File: src/rtl/result_pipe_reg_if.sv
`default_nettype none
// ============================================================================
//  Module      : result_pipe_reg_if
//  Description : Handshake bundle for the elastic result pipeline. The
//                producer/consumer side uses the master modport, the
//                pipeline itself uses the slave modport.
//  Revision    : 1.0  initial release
// ============================================================================
interface result_pipe_reg_if #(
    parameter int N     = 4,
    parameter int DEPTH = 2
);
    localparam int OCC_W = $clog2(DEPTH + 1);

    logic                 flush;
    logic                 in_valid;
    logic                 in_ready;
    logic [2*N-1:0]       in_data;
    logic                 out_valid;
    logic                 out_ready;
    logic [2*N-1:0]       out_data;
    logic [OCC_W-1:0]     occupancy;
    logic [2*N-1:0]       last_result;

    modport master (
        output flush,
        output in_valid,
        output in_data,
        output out_ready,
        input  in_ready,
        input  out_valid,
        input  out_data,
        input  occupancy,
        input  last_result
    );

    modport slave (
        input  flush,
        input  in_valid,
        input  in_data,
        input  out_ready,
        output in_ready,
        output out_valid,
        output out_data,
        output occupancy,
        output last_result
    );
endinterface
`default_nettype wire

File: src/rtl/result_pipe_reg.sv
`default_nettype none
// ============================================================================
//  Module      : result_pipe_reg
//  Description : Elastic DEPTH-stage pipeline for 2N-bit results with a
//                valid/ready handshake, bubble collapsing, synchronous
//                flush, registered occupancy and a last-consumed-result
//                register. All state updates on the falling clock edge.
//  Revision    : 1.0  initial release
// ============================================================================
module result_pipe_reg #(
    parameter int N     = 4,
    parameter int DEPTH = 2
) (
    input  wire logic              clk,
    input  wire logic              rst,
    result_pipe_reg_if.slave       pipe_if
);
    localparam int OCC_W = $clog2(DEPTH + 1);
    localparam int W     = 2 * N;

    // Stage storage: index 0 is the input stage, DEPTH-1 the output stage.
    logic [W-1:0]     data_q  [DEPTH];
    logic [W-1:0]     data_d  [DEPTH];
    logic [DEPTH-1:0] valid_q;
    logic [DEPTH-1:0] valid_d;
    logic [OCC_W-1:0] occ_q;
    logic [OCC_W-1:0] occ_d;
    logic [W-1:0]     last_result_q;
    logic [W-1:0]     last_result_d;

    // ready[i] is true when stage i may be loaded this cycle.
    logic [DEPTH:0]   ready;
    logic             in_fire;
    logic             out_fire;

    assign ready[DEPTH] = pipe_if.out_ready;

    // An empty stage always accepts, which is what closes bubbles while the
    // consumer stalls.
    for (genvar gi = 0; gi < DEPTH; gi++) begin : g_ready
        assign ready[gi] = ~valid_q[gi] | ready[gi+1];
    end

    assign pipe_if.in_ready = ready[0] & ~pipe_if.flush;
    assign in_fire          = pipe_if.in_valid & pipe_if.in_ready;
    assign out_fire         = valid_q[DEPTH-1] & pipe_if.out_ready;

    assign pipe_if.out_valid   = valid_q[DEPTH-1];
    assign pipe_if.out_data    = data_q[DEPTH-1];
    assign pipe_if.occupancy   = occ_q;
    assign pipe_if.last_result = last_result_q;

    // Next-state for every stage: shift forward where ready, hold otherwise,
    // clear everything on flush.
    always_comb begin
        for (int i = 0; i < DEPTH; i++) begin
            data_d[i]  = data_q[i];
            valid_d[i] = valid_q[i];
        end

        if (ready[0]) begin
            data_d[0]  = pipe_if.in_data;
            valid_d[0] = in_fire;
        end

        for (int i = 1; i < DEPTH; i++) begin
            if (ready[i]) begin
                data_d[i]  = data_q[i-1];
                valid_d[i] = valid_q[i-1];
            end
        end

        if (pipe_if.flush) begin
            for (int i = 0; i < DEPTH; i++) begin
                data_d[i]  = '0;
                valid_d[i] = 1'b0;
            end
        end
    end

    // Occupancy is computed from the next-state valid bits and registered,
    // so the output is a clean register rather than an adder tree.
    always_comb begin
        occ_d = '0;
        for (int i = 0; i < DEPTH; i++) begin
            occ_d = occ_d + OCC_W'(valid_d[i]);
        end
    end

    // The last handed-off word is captured regardless of flush, since an
    // output handshake in a flush cycle still completes.
    always_comb begin
        last_result_d = last_result_q;
        if (out_fire) begin
            last_result_d = data_q[DEPTH-1];
        end
    end

    // Pipeline state register, falling-edge, asynchronous active-high reset.
    always_ff @(negedge clk or posedge rst) begin
        if (rst) begin
            for (int i = 0; i < DEPTH; i++) begin
                data_q[i] <= '0;
            end
            valid_q       <= '0;
            occ_q         <= '0;
            last_result_q <= '0;
        end else begin
            for (int i = 0; i < DEPTH; i++) begin
                data_q[i] <= data_d[i];
            end
            valid_q       <= valid_d;
            occ_q         <= occ_d;
            last_result_q <= last_result_d;
        end
    end
endmodule
`default_nettype wire
File: src/flat_wrapper.sv
// flat-port wrapper written by rule: the top's interface ports become plain ports
module result_pipe_reg_flat 
#(
    parameter int N     = 4,
    parameter int DEPTH = 2
)
  (clk, rst, pipe_if_flush, pipe_if_in_valid, pipe_if_in_data, pipe_if_out_ready, pipe_if_in_ready, pipe_if_out_valid, pipe_if_out_data, pipe_if_occupancy, pipe_if_last_result);
  result_pipe_reg_if #(.N(N), .DEPTH(DEPTH)) pipe_if_i ();
  input  wire logic clk;
  input  wire logic rst;
  input wire logic [$bits(pipe_if_i.flush)-1:0] pipe_if_flush;
  input wire logic [$bits(pipe_if_i.in_valid)-1:0] pipe_if_in_valid;
  input wire logic [$bits(pipe_if_i.in_data)-1:0] pipe_if_in_data;
  input wire logic [$bits(pipe_if_i.out_ready)-1:0] pipe_if_out_ready;
  output wire logic [$bits(pipe_if_i.in_ready)-1:0] pipe_if_in_ready;
  output wire logic [$bits(pipe_if_i.out_valid)-1:0] pipe_if_out_valid;
  output wire logic [$bits(pipe_if_i.out_data)-1:0] pipe_if_out_data;
  output wire logic [$bits(pipe_if_i.occupancy)-1:0] pipe_if_occupancy;
  output wire logic [$bits(pipe_if_i.last_result)-1:0] pipe_if_last_result;
  assign pipe_if_i.flush = pipe_if_flush;
  assign pipe_if_i.in_valid = pipe_if_in_valid;
  assign pipe_if_i.in_data = pipe_if_in_data;
  assign pipe_if_i.out_ready = pipe_if_out_ready;
  assign pipe_if_in_ready = pipe_if_i.in_ready;
  assign pipe_if_out_valid = pipe_if_i.out_valid;
  assign pipe_if_out_data = pipe_if_i.out_data;
  assign pipe_if_occupancy = pipe_if_i.occupancy;
  assign pipe_if_last_result = pipe_if_i.last_result;
  result_pipe_reg #(.N(N), .DEPTH(DEPTH)) u_core (.clk(clk), .rst(rst), .pipe_if(pipe_if_i));
endmodule
File: config.mk
export PLATFORM = sky130hd
export DESIGN_NAME = result_pipe_reg_flat
export DESIGN_NICKNAME = d
export VERILOG_FILES = /design/src/rtl/result_pipe_reg_if.sv /design/src/rtl/result_pipe_reg.sv /design/src/flat_wrapper.sv
export SDC_FILE = /design/constraint.sdc
export NUM_CORES = 1
export LEC_CHECK = 0
export BUFFER_PORTS_ARGS = -buffer_cell sky130_fd_sc_hd__buf_4
export CAP_MARGIN = 20
export CORE_MARGIN = 8
export CORE_UTILIZATION = 53
export CTS_CLUSTER_DIAMETER = 60
export DETAILED_ROUTE_END_ITERATION = 8
export GPL_TIMING_DRIVEN = 0
export PLACE_DENSITY = 0.78
export SLEW_MARGIN = 20
export SYNTH_ARGS = -nofsm -noshare
export SYNTH_HDL_FRONTEND = slang
export SYNTH_SLANG_ARGS = --single-unit
File: constraint.sdc
create_clock -name clk -period 3 [get_ports clk]
set_clock_uncertainty 0.15 [all_clocks]
set_input_delay 0.6 -clock clk [delete_from_list [all_inputs] [get_ports clk]]
set_output_delay 0.6 -clock clk [all_outputs]
set_load 0.005 [all_outputs]
==> results of run 1 <==
registers in the layout, indices dropped and copies added (netlist names):
name                        count
u_core.pipe_if.last_result      8
u_core.valid_q                  2
u_core.pipe_if.out_data         8
u_core.pipe_if.occupancy        2
u_core.data_q                   8
power breakdown:
group,switching [mW],internal [mW]
Sequential,0.0131,0.408
Combinational,0.0481,0.0731
Clock,0.110,0.135
metal layers:
layer,up-vias,GRT usage
met5,-,0
met4,0,0.0598
met3,5,0.0376
met2,20,0.215
met1,427,0.126
li1,440,-
kinds of logic (layout without fill, tap and decap cells):
kind of cell,after synthesis,count (layout),synth area share
AOI/OAI and AO/OA,16,16,0.0696
buffers and inverters,14,58,0.0815
adders and majority gates,1,1,0.0109
muxes,8,8,0.0783
and+or+nand+nor,42,42,0.151
DFF,28,28,0.609
worst register-to-register path, stage by stage, from the launching register on:
cell and delay (ps):
dfrtn_1 420, and3b_1 170, buf_6 110, buf_4 160, nor2_2 40, nor2_1 130
ha_2 280
repair_timing:
item                       in CTS  in global routing
resized for setup               1                  4
setup endpoints to repair      20                 22
pin swaps                       1                  0
buffers inserted               11                  7
through the flow:
| stage | hold WS, ps | power [mW] |
|---|---|---|
| after detailed placement | 306 | 0.532 |
| after floorplan | 315 | 0.476 |
| after global routing | 319 | 0.818 |
| after global placement | 299 | 0.527 |
| final | 306 | 0.787 |
| after CTS | 308 | 0.778 |
worst min-delay path by stage:
stage	start	slack (ps)	end	depth (start not counted)
after floorplan	u_core.pipe_if.last_result[0]	310	u_core.pipe_if.last_result[0]	1
after global routing	u_core.pipe_if.last_result[5]	320	u_core.pipe_if.last_result[5]	1
after detailed placement	u_core.pipe_if.last_result[5]	310	u_core.pipe_if.last_result[5]	1
after global placement	u_core.pipe_if.last_result[3]	300	u_core.pipe_if.last_result[3]	1
final	u_core.pipe_if.last_result[3]	310	u_core.pipe_if.last_result[3]	1
after CTS	u_core.pipe_if.last_result[5]	310	u_core.pipe_if.last_result[5]	1
layout by cell type, fill, tap and decap left out:
cell / instances
buf_16: 1
nand2b_1: 1
dfrtn_1: 28
ha_2: 1
nor2b_1: 1
bufinv_16: 1
nand2_2: 1
nor2_2: 1
clkbuf_4: 3
buf_4: 47
and3b_1: 1
nor2_1: 3
nor2_4: 1
clkinv_1: 1
nand3b_1: 1
mux2_2: 8
buf_6: 2
buf_2: 3
nand2_1: 32
a21oi_1: 16
final cells by class:
class                      instances  area (um^2)
buffer                             5         33.8
clock buffer                       3         22.5
clock inverter                     1         30.0
fill                             157          548
inverter                           1         3.75
multi-input combinational         67          369
sequential                        28          701
tap                               28         35.0
timing repair buffer              48          384
==> metrics, run 1 <==
WS Path Type flop to output port; Most common cell on crit path buf_6; Most used DFF post-synth dfrtn_1; final hold vios 0; slew at the pin closest to its max-slew limit between 400 and 500 ps; slowest library cell on the worst path dfrtn_1; CP top delay family flip-flops; R2R cell count 6; io pins 33; largest net degree at the start of global routing 29; crit end category output port; Synth area leaders dfrtn_1, nand2_1, mux2_2, a21oi_1, buf_4; max cap viols 0; wire per inst ~14 um; detailed placer's ending HPWL ~1700 um; Rows 17; worst slack at placement -312 ps; CP cell instances and3b_1 > buf_6 > nor2_4 > buf_6; Congestion Overflow GR 0; area share of the largest cell type after synthesis 0.609; nets@finish around 170; count leader, synth nand2_1; GPL Wtd Cong 0.746; critical path fanouts, max 2; Remaining DRCs 0; slew margin rel. 0.713; GR Util All Layers 0.121; Pre-Repair DR Iteration Count 4; die width 62.6 um; met3 wire length approximately 110 um; CP Buf/Inv Count 2; final slew viol count 0; Mapped Cells roughly 110; Detail Route Antenna Nets 0; Post-Route WL approximately 2400 um; sequential fraction of the synthesis area 0.609; CTS max path bufs 2; Vias/cell between 4 and 5; initial antenna violation count 0; power density over cell area 499 nW/um^2; Unique masters post-synth 14; RR Endpoint u_core.pipe_if.occupancy[0]; number of synthesized flops with an enable pin 0; CP required around 2300 ps; setup ws final -416 ps; Mapped Avg Cell Area between 10 and 15 um^2; Synth-to-Final Area Change 37.2%; FF-to-FF setup slack 1390 ps; Util after Layout 0.742; ant diodes 0; FF+latch count, synth 28; Detail Route met2 WL 1290 um; RSZ-0062 raised after global routing yes; CP arrival ~2700 ps; Worst path depth 4; post-synth top area cell dfrtn_1; top cells by count, synth nand2_1, dfrtn_1, a21oi_1; crit path launch type flop; Starting Density 0.541; vias in the first global route about 870; Max Used Layer met4; status complete, but fails checks; total core area approximately 2100 um^2; Post-synth ARST share 1.00; clock root buffer clkbuf_4; Max stage delay on crit path 420 ps; Final setup viols 21; Die Height approximately 63 um; total placed cells including tap cells roughly 170; post-placement cell area ~1400 um^2; failing checks negative setup slack; number of buffers created by CTS 3; Pleak slightly above 0.8 nW; crit path from u_core.valid_q[1]; yosys warns 0; Max IR drop VDD ~370 uV; worst r2r src u_core.valid_q[1]; Port Buffers 31; die area 3920 um^2; First DRT Iteration DRCs 11; worst skew pair latency 320 ps; first-pass GRT wire length between 3000 and 4000 um; Clock Sinks 28; Cell Area, Synth around 1200 um^2; CTS tree built; # H-tree levels 1; DRT met1 WL about 1000 um; Clock transition at path regs approximately 90 ps; Critical Path Sink pipe_if_in_ready; hold buffers post-CTS 0; share of layout cells above drive strength 1 0.451; Final Cell Area 1580 um^2; Mapped Nets roughly 120; Vias about 900; post-route non-filler standard cell count roughly 180; Hold Crit Class flop to flop; Fin Setup TNS -2650 ps
No activity file was read; power rests on OpenSTA's default activity.
==> inputs of run 2 (changes only) <==
--- a/config.mk
+++ b/config.mk
@@ -12,7 +12,7 @@
 export CTS_CLUSTER_DIAMETER = 60
 export DETAILED_ROUTE_END_ITERATION = 8
 export GPL_TIMING_DRIVEN = 0
-export PLACE_DENSITY = 0.78
+export PLACE_DENSITY = 0.81
 export SLEW_MARGIN = 20
 export SYNTH_ARGS = -nofsm -noshare
 export SYNTH_HDL_FRONTEND = slang
==> run 2 against run 1 <==
  * The run still ends with negative setup slack left
  * Sequential power about the same
  * Setup slack worse by 37 ps
  * Critical path type unchanged
  * Critical path depth unchanged
  * Routed wire length up 7.8%
  * First-iteration DRC count up 73%
  * Global-route usage up 1.5 points
  * Register-to-register slack about the same
  * Largest cell class unchanged
  * Worst hold slack better by 1.0 ps
  * Non-clock buffer count up 2
  * Combinational power about the same
  * Final cell count up 1.1%
==> metrics, run 2 (synthesis gave the netlist of run 1 again) <==
crit path from u_core.valid_q[0]; first-pass GRT wire length 4390 um (+13%); post-placement cell area 1420 um^2 (unchanged); initial antenna violation count 0 (unchanged); worst r2r src u_core.valid_q[0]; vias in the first global route 969 (+11%); slew margin rel. 0.759 (+0.0465); final hold vios 0 (unchanged); commonest non-fill, non-tap cell in the layout buf_4; Remaining DRCs 0 (unchanged); CTS max path bufs 2 (unchanged); max cap viols 0 (unchanged); detailed placer's ending HPWL 1730 um (+3.9%); total placed cells including tap cells 168 (unchanged); crit path launch type flop; share of layout cells above drive strength 1 0.452 (+0.000633); Congestion Overflow GR 0 (unchanged); First DRT Iteration DRCs 19 (+8); crit end category output port; Max stage delay on crit path 440 ps (+20 ps); total core area 2130 um^2 (unchanged); PnR Total Power 0.788 mW (about the same); Vias/cell 4.83 (-2.0%); Rows 17 (unchanged); WS Path Type flop to output port; GR Util All Layers 0.136 (+0.0149); slowest library cell on the worst path dfrtn_1; Pre-Repair DR Iteration Count 4 (unchanged); failing checks negative setup slack; CTS tree built; Final setup viols 21 (unchanged); die area 3920 um^2 (unchanged); ant diodes 0 (unchanged); worst slack at placement -313 ps (-1.24 ps); Post-Route WL 2630 um (+7.8%); Most common cell on crit path buf_6; Die Height 62.6 um (unchanged); Clock transition at path regs 90 ps (about the same); Final Cell Area 1590 um^2 (+0.79%); Hold Crit Class flop to flop; Detail Route Antenna Nets 0 (unchanged); Clock Sinks 28 (unchanged); Synth-to-Final Area Change 38.3%; CP top delay family flip-flops; worst skew pair latency 320 ps (about the same); status complete, but fails checks; io pins 33 (unchanged); die width 62.6 um (unchanged); CP arrival 2700 ps (+30 ps); RSZ-0062 raised after global routing yes; Pleak 0.844 nW (+1.6%); hold buffers post-CTS 0 (unchanged); final slew viol count 0 (unchanged); setup ws final -453 ps (-36.6 ps); CP Buf/Inv Count 2 (unchanged); hold path start u_core.pipe_if.last_result[2]; # H-tree levels 1 (unchanged); clock root buffer clkbuf_4; Max IR drop VDD 517 uV (+39%); commonest cells after routing, fill and taps aside buf_4, nand2_1, dfrtn_1, a21oi_1, mux2_2; slew at the pin closest to its max-slew limit 359 ps (-69.3 ps); Starting Density 0.541 (unchanged); largest net degree at the start of global routing 29 (unchanged); nets@finish 170 (+1.2%); CP cell instances and3b_1 > buf_6 > nor2_4 > buf_6; GPL Wtd Cong 0.775 (+3.9%); Port Buffers 31 (unchanged); power density over cell area 495 nW/um^2 (-0.72%); critical path fanouts, max 2 (unchanged); wire per inst 14.4 um (+6.6%); number of buffers created by CTS 3 (unchanged); Vias 884 (-0.90%); CP required 2250 ps (about the same); post-route non-filler standard cell count 183 (+1.1%)
## run 2: final timing paths
kind                                                 endpoint  slack, ps  depth (start not counted)
worst min-delay path            u_core.pipe_if.last_result[2]        310                          1
min in group asynchronous                   u_core.data_q[15]       1430                          2
max in group asynchronous       u_core.pipe_if.last_result[7]        860                          3
worst max register to register    u_core.pipe_if.occupancy[0]       1390                          6
worst min register to register  u_core.pipe_if.last_result[2]        310                          1
worst max-delay path                         pipe_if_in_ready       -450                          4
## run 2: area by class of cell
class	count	area [um^2]
fill	163	536
timing repair buffer	50	399
inverter	1	3.75
buffer	5	33.8
tap	28	35.0
clock buffer	3	22.5
clock inverter	1	30.0
multi-input combinational	67	367
sequential	28	701
## run 2: worst register-to-register path: cells and delay by family, from the launching register on
family | cells | cell delay [ps]
buf+inv | 2 | 280
simple gates | 3 | 350
flops | 1 | 440
fa+ha+maj | 1 | 240
## run 2: layer usage
layer	GRT usage	wire [um]	vias up
li1	-	-	436
met1	0.143	1060	419
met2	0.246	1410	25
met3	0.0394	128	4
met4	0.0570	29	0
met5	0	0	-
## run 2: what timing repair did
item / in CTS / in global routing
resized for setup: 1 / 3
setup buffers: 12 / 6
endpoints found under the setup margin: 20 / 22
pin swaps: 1 / 1
## run 2: power by group
group / internal (mW) / switching [mW] / total [mW] / leakage [nW]
sequential: 0.408 / 0.0135 / 0.421 / 0.372
clock: 0.135 / 0.112 / 0.247 / 0.0279
combinational: 0.0709 / 0.0484 / 0.119 / 0.444
## run 2: through the flow
stage,setup TNS (ps),util,hold WS [ps]
2_1_floorplan,-189,-,315
4_1_cts,-2670,0.709,308
6_report,-2650,0.748,307
3_3_place_gp,-4830,0.669,299
3_5_place_dp,-5770,0.669,305
5_1_grt,-3470,0.748,331
